**src/rtl/alu_serial_seq.sv**
```systemverilog
// Bit-serial ALU sequencer: walks a 1-bit ALU slice over WIDTH bits LSB first,
// collects the result and flags, and runs a second LESS pass for SLT.
module alu_serial_seq #(
    parameter int WIDTH = 32
) (
    input  logic             i_clk,
    input  logic             i_rst_n,
    input  logic             i_start,
    input  logic [3:0]       i_op,
    input  logic [WIDTH-1:0] i_a,
    input  logic [WIDTH-1:0] i_b,
    output logic             o_ready,
    output logic             o_done,
    output logic [WIDTH-1:0] o_result,
    output logic             o_zero,
    output logic             o_carry_out,
    output logic             o_overflow,
    output logic             o_sl_a,
    output logic             o_sl_b,
    output logic             o_sl_cin,
    output logic             o_sl_binvert,
    output logic             o_sl_less,
    output logic [2:0]       o_sl_operation,
    input  logic             i_sl_result,
    input  logic             i_sl_cout
);
    localparam int IW = (WIDTH > 2) ? $clog2(WIDTH) : 1;

    localparam logic [3:0] OP_AND = 4'd0;
    localparam logic [3:0] OP_OR  = 4'd1;
    localparam logic [3:0] OP_ADD = 4'd2;
    localparam logic [3:0] OP_XOR = 4'd3;
    localparam logic [3:0] OP_MOD = 4'd4;
    localparam logic [3:0] OP_SUB = 4'd5;
    localparam logic [3:0] OP_SLT = 4'd6;

    typedef enum logic [1:0] {
        S_IDLE = 2'd0,
        S_RUN  = 2'd1,
        S_SLT2 = 2'd2,
        S_FIN  = 2'd3
    } state_t;

    state_t           r_state;
    state_t           w_state_nxt;
    logic [IW-1:0]    r_idx;
    logic             r_carry;
    logic             r_set;
    logic [3:0]       r_op;
    logic [WIDTH-1:0] r_a;
    logic [WIDTH-1:0] r_b;
    logic [WIDTH-1:0] r_result;
    logic             r_zero;
    logic             r_cout;
    logic             r_ovf;

    logic             w_legal;
    logic             w_last;
    logic             w_ovf;
    logic             w_active;
    logic             w_inv_op;
    logic             w_zero_nxt;
    logic [WIDTH-1:0] w_result_nxt;

    always_ff @(posedge i_clk or negedge i_rst_n) begin
        if (!i_rst_n) r_state <= S_IDLE;
        else          r_state <= w_state_nxt;
    end

    always_comb begin
        w_state_nxt    = r_state;
        w_legal        = (i_op <= OP_SLT);
        w_last         = (r_idx == IW'(WIDTH - 1));
        w_ovf          = r_carry ^ i_sl_cout;
        w_active       = (r_state == S_RUN) || (r_state == S_SLT2);
        w_inv_op       = (r_op == OP_SUB) || (r_op == OP_SLT);
        w_result_nxt   = r_result;
        w_result_nxt[r_idx] = i_sl_result;
        w_zero_nxt     = (w_result_nxt == '0);

        o_ready        = (r_state == S_IDLE);
        o_done         = (r_state == S_FIN);
        o_sl_a         = 1'b0;
        o_sl_b         = 1'b0;
        o_sl_cin       = 1'b0;
        o_sl_binvert   = 1'b0;
        o_sl_less      = 1'b0;
        o_sl_operation = 3'b000;

        case (r_state)
            S_IDLE: if (i_start) w_state_nxt = w_legal ? S_RUN : S_FIN;
            S_RUN:  if (w_last)  w_state_nxt = (r_op == OP_SLT) ? S_SLT2 : S_FIN;
            S_SLT2: if (w_last)  w_state_nxt = S_FIN;
            default: w_state_nxt = S_IDLE;
        endcase

        // Slice controls come only from registered state; idle/fin keep them at 0
        if (w_active) begin
            o_sl_a       = r_a[r_idx];
            o_sl_b       = r_b[r_idx];
            o_sl_cin     = r_carry;
            o_sl_binvert = w_inv_op;
            if (r_state == S_SLT2) begin
                o_sl_operation = 3'b101;
                o_sl_less      = (r_idx == '0) ? r_set : 1'b0;
            end else begin
                case (r_op)
                    OP_AND:  o_sl_operation = 3'b000;
                    OP_OR:   o_sl_operation = 3'b001;
                    OP_XOR:  o_sl_operation = 3'b011;
                    OP_MOD:  o_sl_operation = 3'b100;
                    default: o_sl_operation = 3'b010;
                endcase
            end
        end
    end

    always_ff @(posedge i_clk or negedge i_rst_n) begin
        if (!i_rst_n) begin
            r_idx    <= '0;
            r_carry  <= 1'b0;
            r_set    <= 1'b0;
            r_op     <= '0;
            r_a      <= '0;
            r_b      <= '0;
            r_result <= '0;
            r_zero   <= 1'b0;
            r_cout   <= 1'b0;
            r_ovf    <= 1'b0;
        end else begin
            case (r_state)
                S_IDLE: begin
                    if (i_start) begin
                        r_result <= '0;
                        r_cout   <= 1'b0;
                        r_ovf    <= 1'b0;
                        r_idx    <= '0;
                        if (w_legal) begin
                            r_a     <= i_a;
                            r_b     <= i_b;
                            r_op    <= i_op;
                            r_carry <= (i_op == OP_SUB) || (i_op == OP_SLT);
                            r_zero  <= 1'b0;
                        end else begin
                            r_zero  <= 1'b1;
                        end
                    end
                end
                S_RUN: begin
                    r_result[r_idx] <= i_sl_result;
                    r_carry         <= i_sl_cout;
                    if (w_last) begin
                        r_idx <= '0;
                        if ((r_op == OP_ADD) || (r_op == OP_SUB)) begin
                            r_cout <= i_sl_cout;
                            r_ovf  <= w_ovf;
                        end
                        // set = true sign of A-B, corrected for signed overflow
                        if (r_op == OP_SLT) r_set  <= i_sl_result ^ w_ovf;
                        else                r_zero <= w_zero_nxt;
                    end else begin
                        r_idx <= r_idx + IW'(1);
                    end
                end
                S_SLT2: begin
                    r_result[r_idx] <= i_sl_result;
                    if (w_last) begin
                        r_idx  <= '0;
                        r_zero <= w_zero_nxt;
                    end else begin
                        r_idx <= r_idx + IW'(1);
                    end
                end
                default: r_zero <= (r_result == '0);
            endcase
        end
    end

    assign o_result    = r_result;
    assign o_zero      = r_zero;
    assign o_carry_out = r_cout;
    assign o_overflow  = r_ovf;

endmodule

```
**config.mk**
```make
export PLATFORM = sky130hd
export DESIGN_NAME = alu_serial_seq
export DESIGN_NICKNAME = d
export VERILOG_FILES = /design/src/rtl/alu_serial_seq.sv
export SDC_FILE = /design/constraint.sdc
export NUM_CORES = 1
export LEC_CHECK = 0
export CAP_MARGIN = 20
export CELL_PAD_IN_SITES_DETAIL_PLACEMENT = 1
export CELL_PAD_IN_SITES_GLOBAL_PLACEMENT = 1
export CORE_MARGIN = 1.5
export CORE_UTILIZATION = 25
export DETAILED_ROUTE_END_ITERATION = 12
export PLACE_DENSITY = 0.61
export SLEW_MARGIN = 20
export SYNTH_ARGS = -nofsm -noshare
export SYNTH_HDL_FRONTEND = slang
export SYNTH_SLANG_ARGS = --single-unit
export TNS_END_PERCENT = 20
```
**constraint.sdc**
```tcl
create_clock -name i_clk -period 6.6 [get_ports i_clk]
set_input_delay 1.32 -clock i_clk [delete_from_list [all_inputs] [get_ports i_clk]]
set_output_delay 1.32 -clock i_clk [all_outputs]
set_load 0.01 [all_outputs]
```
# After elaboration in Yosys (flattened, before gate mapping)
# Cells that the tools add are included.
# totals
output_inout_bits	45
ff_bits	112
word_cells	99
input_bits	73
# classes
order_cmp	3
n_eq_ne	18
reduce_logical	20
n_addsub	1
n_mux	44
n_bitwise	2
# op_table
cell	count
$logic_not 32->1	2
$pmux 32 s2	1
$bwmux 32	1
$mux 32	1
$mux 1	23
$eq 4x3->1 const B	5
$pmux 3 s4	1
$reduce_and 3->1	4
$bmux 1 s5	2
$mux 5	2
$pmux 5 s2	1
$eq 4x2->1 const B	2
$mux 2	4
$ne 2x2->1 const B	4
$reduce_and 4->1	2
$lt 5x6->1 const B	1
$mux 3	2
$pmux 1 s2	3
$pmux 2 s3	1
$add 5x1->5 const B	1
$demux 1 s5	1
$eq 5x5->1 const B	1
$ge 5x1->1 const B	1
$logic_not 5->1	1
other kinds (14)	21

# Logic depth before layout (Yosys ltp)
# Gate-level depths: netlist of run 1.
# depth
word_depth	9
mapped_depth	11
mapped_depth_nobuf	8

# Least setup slack after synthesis of run 1
# Ideal clock, no wire load.
# synth_timing
kind	register -> output
start	register r_idx[0]
end	output o_sl_a
arrival_ns	2.037
path_slack_ns	3.243
path_stages_with_launch	7
t_required_ns	5.280
cell_sequence	dfrtp_1 buf_2 buf_2 mux4_2 a221oi_1 o221ai_1 and2_1
# synth_via
elab_chain_cells	3
# synth_lines
item	line_no	source
start, declared	46	logic [IW-1:0] r_idx;
start signal, assigned	162	r_idx <= r_idx + IW'(1);
start signal, assigned	171	r_idx <= r_idx + IW'(1);
$bmux 1 s5	99	o_sl_a = r_a[r_idx];
$mux 1 (implied by the code)	99	
$mux 1	98	if (w_active) begin
end, declared	18	output logic o_sl_a,
# Every way passes these cells. The select of a mux whose other input is x is not followed.

# Worst setup path after layout of run 1
# layout_timing
start	register r_idx[1]
end	output o_sl_a
# Same word-level chain as after synthesis.

==> results.json, run 1 <==
{
  "core_area_um2": 23610,
  "ios": 118,
  "peakVddDrop_mv": 0.1805,
  "cts-resized-gates": 0,
  "wl_per_cell_um": 17.44,
  "cts_sinks": 112,
  "drtIter0Drc": 314,
  "rsz0062_at_grt": "no",
  "cp_slowest_stage_delay_ns": 0.92,
  "dr.pass1.iters": 4,
  "synth_area_per_cell_um2": 8.908,
  "synth-edff-count": 0,
  "final_cell_mix": "249 x nand2_1, 116 x clkdlybuf4s50_1, 112 x dfrtp_1",
  "num_rows": 56,
  "worstPathMaxFanout": 21,
  "setup_viol": 0,
  "diodes": 0,
  "vias_per_cell": 4.834,
  "cp.required_ns": 5.28,
  "yosysTopAreaCell": "dfrtp_1",
  "hold_violations": 0,
  "clk_pin_slew_ns": 0.08,
  "yosysSeqAreaShare": 0.4641,
  "ys_top_cells_by_area": "dfrtp_1 46%, nand2_1 15%, mux4_2 6.0%",
  "gp_congestion": 0.7452,
  "detail-route-antenna-nets": 0,
  "tns_ns": 0,
  "area_growth_pct": 29.09,
  "holdWs_ns": 0.4787,
  "numCtsBuffers": 9,
  "slew_violations": 0,
  "num_vias": 5269,
  "fin_skew_ns": 0.01538,
  "p_per_area_nw_per_um2": 404.9,
  "hp-class": "reg -> reg",
  "clk_latency_ns": 0.37,
  "hpwl_um": 13890,
  "syn-num-nets": 763,
  "layout.nets": 851,
  "antenna_found_initial": 0,
  "drc": 0,
  "critical_path_class": "reg -> out",
  "endpoint_kind": "output pin",
  "fin_crit_ns": 4.445,
  "slew_headroom": 0.3473,
  "synth_area_um2": 6040,
  "grt_pass1_vias": 5269,
  "syn-instance-count": 678,
  "critPathTopFamily": "flip-flops",
  "placement.io_buffers": 117,
  "synth-main-ff-cell": "dfrtp_1",
  "utilization": 0.3302,
  "worst-path-buf-inv": 1,
  "cts_tree": "yes",
  "finalCritPeriodShare": 0.6734,
  "ys_warn_count": 0,
  "drv_cap": 0,
  "track_usage": 0.1598,
  "cpMaxStageDelayCell": "dfrtp_1",
  "clockBufferDepth": 2,
  "drive_gt1_frac": 0.05966,
  "root_buffer": "clkbuf_16",
  "yosys.area.top_type_share": 0.4641,
  "critical_path.startpoint_type": "flip-flop",
  "grt_overflow": 0,
  "postCtsHoldBufs": 0,
  "cts_setup_buffers": 0,
  "drt-total-wl_um": 19010,
  "worstMarginPinSlew_ns": 0.9790,
  "outcome": "finished, final reports clean",
  "netlist-cell-type-count": 54,
  "path_cells": "mux4_2 > a22o_1 > a221oi_1 > o221ai_1 > and2_1 > clkdlybuf4s50_1",
  "grt_first_pass_wirelength_um": 30420,
  "place_area_um2": 7486,
  "dieArea_um2": 25100,
  "final_common_cell": "nand2_1",
  "die_w_um": 158.4,
  "die_h_um": 158.4,
  "htreeDepth": 3,
  "cp.arrival_ns": 3.12,
  "synth_seq_cells": 112,
  "cellLeakagePower_uw": 0.003405,
  "max_clock_freq_mhz": 225.0,
  "design_area_um2": 7796,
  "grt_max_degree": 74,
  "initial_utilization": 0.2558,
  "synthArstFlopShare": 1.000
}
-- report_power, final --
group | switching, uW | leakage (uW) | total (uW) | internal (uW)
logic | 762 | 0.00180 | 1380 | 616
clock network | 284 | 0.000153 | 587 | 303
registers | 249 | 0.00145 | 1190 | 942
-- routing by layer --
layer | GRT usage | up-vias | wire length (um)
li1 | - | 2537 | -
met1 | 0.2413 | 2609 | 9758
met2 | 0.2358 | 113 | 8460
met3 | 0.02259 | 10 | 578
met4 | 0.04406 | 0 | 209
met5 | 0 | - | 0
-- registers in the layout, summed over array words and instances (netlist names) --
signal       flops
o_overflow       1
r_a             32
r_set            1
r_b             32
r_state          2
r_carry          1
r_op             4
o_zero           1
o_result        32
r_idx            5
o_carry_out      1
-- kinds of logic (layout without fill, tap and decap cells) --
kind of cell	count (synthesis)	in the layout	synth area share
AND/OR/NAND/NOR	340	340	0.2432
AO/OA/AOI/OAI	121	121	0.1394
multiplexers	32	32	0.08660
XOR/XNOR	4	4	0.005800
adder cells (fa/ha/maj)	12	12	0.02486
flip-flops	112	112	0.4641
buffers and inverters	57	150	0.03605
-- worst paths after layout --
kind                                       from                        to  slack, ns  cells after the start
max                        r_idx[1]$_DFFE_PN0P_                    o_sl_a       2.16                      6
min                         r_b[30]$_DFFE_PN0P_       r_b[30]$_DFFE_PN0P_       0.48                      2
max reg2reg                r_idx[0]$_DFFE_PN0P_        o_zero$_DFFE_PN0P_       3.42                      9
min reg2reg                 r_b[30]$_DFFE_PN0P_       r_b[30]$_DFFE_PN0P_       0.48                      2
max in group asynchronous               i_rst_n        r_a[1]$_DFFE_PN0P_       4.44                      2
min in group asynchronous               i_rst_n  o_result[30]$_DFFE_PN0P_       1.07                      1
-- through the flow --
stage | setup slack, ns | power [uW] | cells
floorplan | 3.243 | 2053 | 678
global placement | 2.477 | 2578 | 1074
detailed placement | 2.433 | 2607 | 1074
CTS | 2.027 | 3205 | 1090
global route | 1.932 | 3409 | 1090
finish | 2.155 | 3156 | 1090
-- worst reg2reg max path: stages, from the launching register on --
cell      delay (ns)
dfrtp_1         0.75
buf_4           0.34
ha_1            0.39
and3_1          0.32
ha_1            0.26
o21ai_1         0.17
a31oi_1         0.24
nor3b_1         0.32
o31a_1          0.21
a211oi_2        0.05
-- cells in the mapped netlist (all sizes together) (2+ instances only) --
master and count:
clkbuf 39, o41ai 3, a22o 25, a22oi 2, or3 2, ha 12, xnor2 4, nand2 249
mux2i 14, nand4b 2, and3 2, nor4b 2, o31ai 11, a21oi 9, a211oi 5, mux4 16
buf 8, a221oi 2, nand2b 8, nor2 20, nor2b 5, o221ai 2, o31a 2, nand4 10
nand3 12, and2 4, nor4 7, nor3b 4, mux2 2, a31oi 4, o21ai 43, dfrtp 112
o21a 3, nor3 5, inv 10, nor4bb 3
-- cell type report --
type | count | area, um2
well taps | 319 | 399.1
multi-input cells | 509 | 3029
inverters | 10 | 37.54
fillers | 2767 | 15820
repair buffers | 124 | 1221
clock buffers | 9 | 225.2
flip-flops and latches | 112 | 2803
clock inverters | 7 | 81.33
Note: power is estimated with default switching activity, not from simulation.
==> inputs of run 2 (changes only) <==
Clock period 6.6 ns to 4.5 ns, I/O delays scaled along.
==> results.json, run 2 (synthesized netlist as in run 1, its figures left out) <==
{
  "outcome": "finished, final reports clean",
  "place_ws_ns": 0.7954,
  "max_clock_freq_mhz": 248.6,
  "antenna_found_initial": 0,
  "grt_pass1_vias": 5551,
  "critical_path_class": "reg -> out",
  "drt-total-wl_um": 19170,
  "r2r_slack_ns": 1.41,
  "layout.nets": 858,
  "clk_latency_ns": 0.37,
  "area_growth_pct": 30.12,
  "critPathTopFamily": "buffers and inverters",
  "worstPathMaxFanout": 15,
  "cts_setup_buffers": 0,
  "worstMarginPinSlew_ns": 0.8554,
  "hpwl_um": 14160,
  "die_h_um": 158.4,
  "hold_violations": 0,
  "clockBufferDepth": 2,
  "core_area_um2": 23610,
  "cp_slowest_stage_delay_ns": 0.56,
  "final_common_cell": "nand2_1",
  "postCtsHoldBufs": 0,
  "multi_input_area_um2": 3025,
  "r2r-start": "r_idx[0]$_DFFE_PN0P_",
  "vias_per_cell": 4.829,
  "num_vias": 5297,
  "setup_viol": 0,
  "path_cells": "buf_4 > mux4_2 > a22o_1 > a221oi_1 > o221ai_1 > and2_1 > clkdlybuf4s50_1",
  "hold_path_depth": 2,
  "cp.arrival_ns": 3.12,
  "finalCritPeriodShare": 0.8939,
  "hp-class": "reg -> reg",
  "die_w_um": 158.4,
  "endpoint_kind": "output pin",
  "grt_overflow": 0,
  "peakVddDrop_mv": 0.1806,
  "dieArea_um2": 25100,
  "drive_gt1_frac": 0.06812,
  "num_rows": 56,
  "utilization": 0.3328,
  "dr.pass1.iters": 4,
  "drtIter0Drc": 240,
  "worst_r2r_endpoint": "o_zero$_DFFE_PN0P_",
  "htreeDepth": 3,
  "diodes": 0,
  "ios": 118,
  "cellLeakagePower_uw": 0.003447,
  "p_per_area_nw_per_um2": 594.7,
  "gp_congestion": 0.7581,
  "cts_sinks": 112,
  "slew_violations": 0,
  "critical_path.startpoint_type": "flip-flop",
  "worst-path-buf-inv": 2,
  "slew_headroom": 0.4285,
  "drv_cap": 0,
  "wl_per_cell_um": 17.47,
  "drc": 0,
  "grt_first_pass_wirelength_um": 31040,
  "holdPathEnd": "r_a[3]$_DFFE_PN0P_",
  "final_cell_mix": "249 x nand2_1, 116 x clkdlybuf4s50_1, 112 x dfrtp_1",
  "tns_ns": 0,
  "cts_tree": "yes",
  "fillCellCount": 2736,
  "r2r_cells": 9,
  "rsz0062_at_grt": "no",
  "root_buffer": "clkbuf_16",
  "track_usage": 0.1616,
  "worstHoldStart": "r_a[3]$_DFFE_PN0P_",
  "cts-resized-gates": 0,
  "numCtsBuffers": 9,
  "seq_area_um2": 2803,
  "fin_skew_ns": 0.01244,
  "finalWorstSetupSlack_ns": 0.4774,
  "fin_crit_ns": 4.023,
  "cp.required_ns": 3.60,
  "clk_pin_slew_ns": 0.08,
  "initial_utilization": 0.2558,
  "grt_max_degree": 72,
  "placement.io_buffers": 117,
  "detail-route-antenna-nets": 0,
  "cpMaxStageDelayCell": "dfrtp_1"
}
run 2: cell type report:
type	count	area share
multi-input combinational	509	0.3850
timing repair buffer	131	0.1621
clock inverter	6	0.01035
tap	319	0.05079
sequential	112	0.3566
inverter	10	0.004776
clock buffer	10	0.03041
run 2: routing by layer:
layer,global-route usage,up-vias,share of wire
met1,0.2318,2617,0.49
met4,0.04272,0,0.011
met2,0.2549,113,0.46
met3,0.02205,14,0.041
met5,0,-,0
li1,-,2553,-
run 2: how the worst max path moves through the flow:
stage                              start  depth (start not counted)     end
floorplan           r_idx[0]$_DFFE_PN0P_                          6  o_sl_a
CTS                 r_idx[0]$_DFFE_PN0P_                          6  o_sl_a
global route        r_idx[0]$_DFFE_PN0P_                          7  o_sl_b
global placement    r_idx[0]$_DFFE_PN0P_                          6  o_sl_a
finish              r_idx[0]$_DFFE_PN0P_                          7  o_sl_b
detailed placement  r_idx[0]$_DFFE_PN0P_                          6  o_sl_a
run 2: tightest hold or removal path, cell delays in order, from the launching register on:
cell and delay, ns:
dfrtp_1 0.35, nand2_1 0.05, nand2_1 0.05
run 2: stage by stage:
stage | cells | instance area [um2] | power [uW] | hold WS (ns)
after global placement | 1081 | 7538 | 3811 | 0.4589
after floorplan | 678 | 6040 | 3012 | 0.4403
after detailed placement | 1081 | 7538 | 3851 | 0.4632
after CTS | 1097 | 7859 | 4745 | 0.4855
final | 1097 | 7859 | 4674 | 0.4826
after global routing | 1097 | 7859 | 5039 | 0.5021
run 2: where the power goes:
group / leakage, uW / switching [uW] / total [uW] / internal, uW
combinational: 0.00184 / 1180 / 2110 / 925
sequential: 0.00145 / 303 / 1680 / 1380
clock: 0.000159 / 420 / 884 / 463
==> inputs of run 3 (changes only) <==
Settings changed: CTS_CLUSTER_SIZE set to 8.
==> results of run 3 <==
Final layout, timing and power as in run 2 (identical DEF).
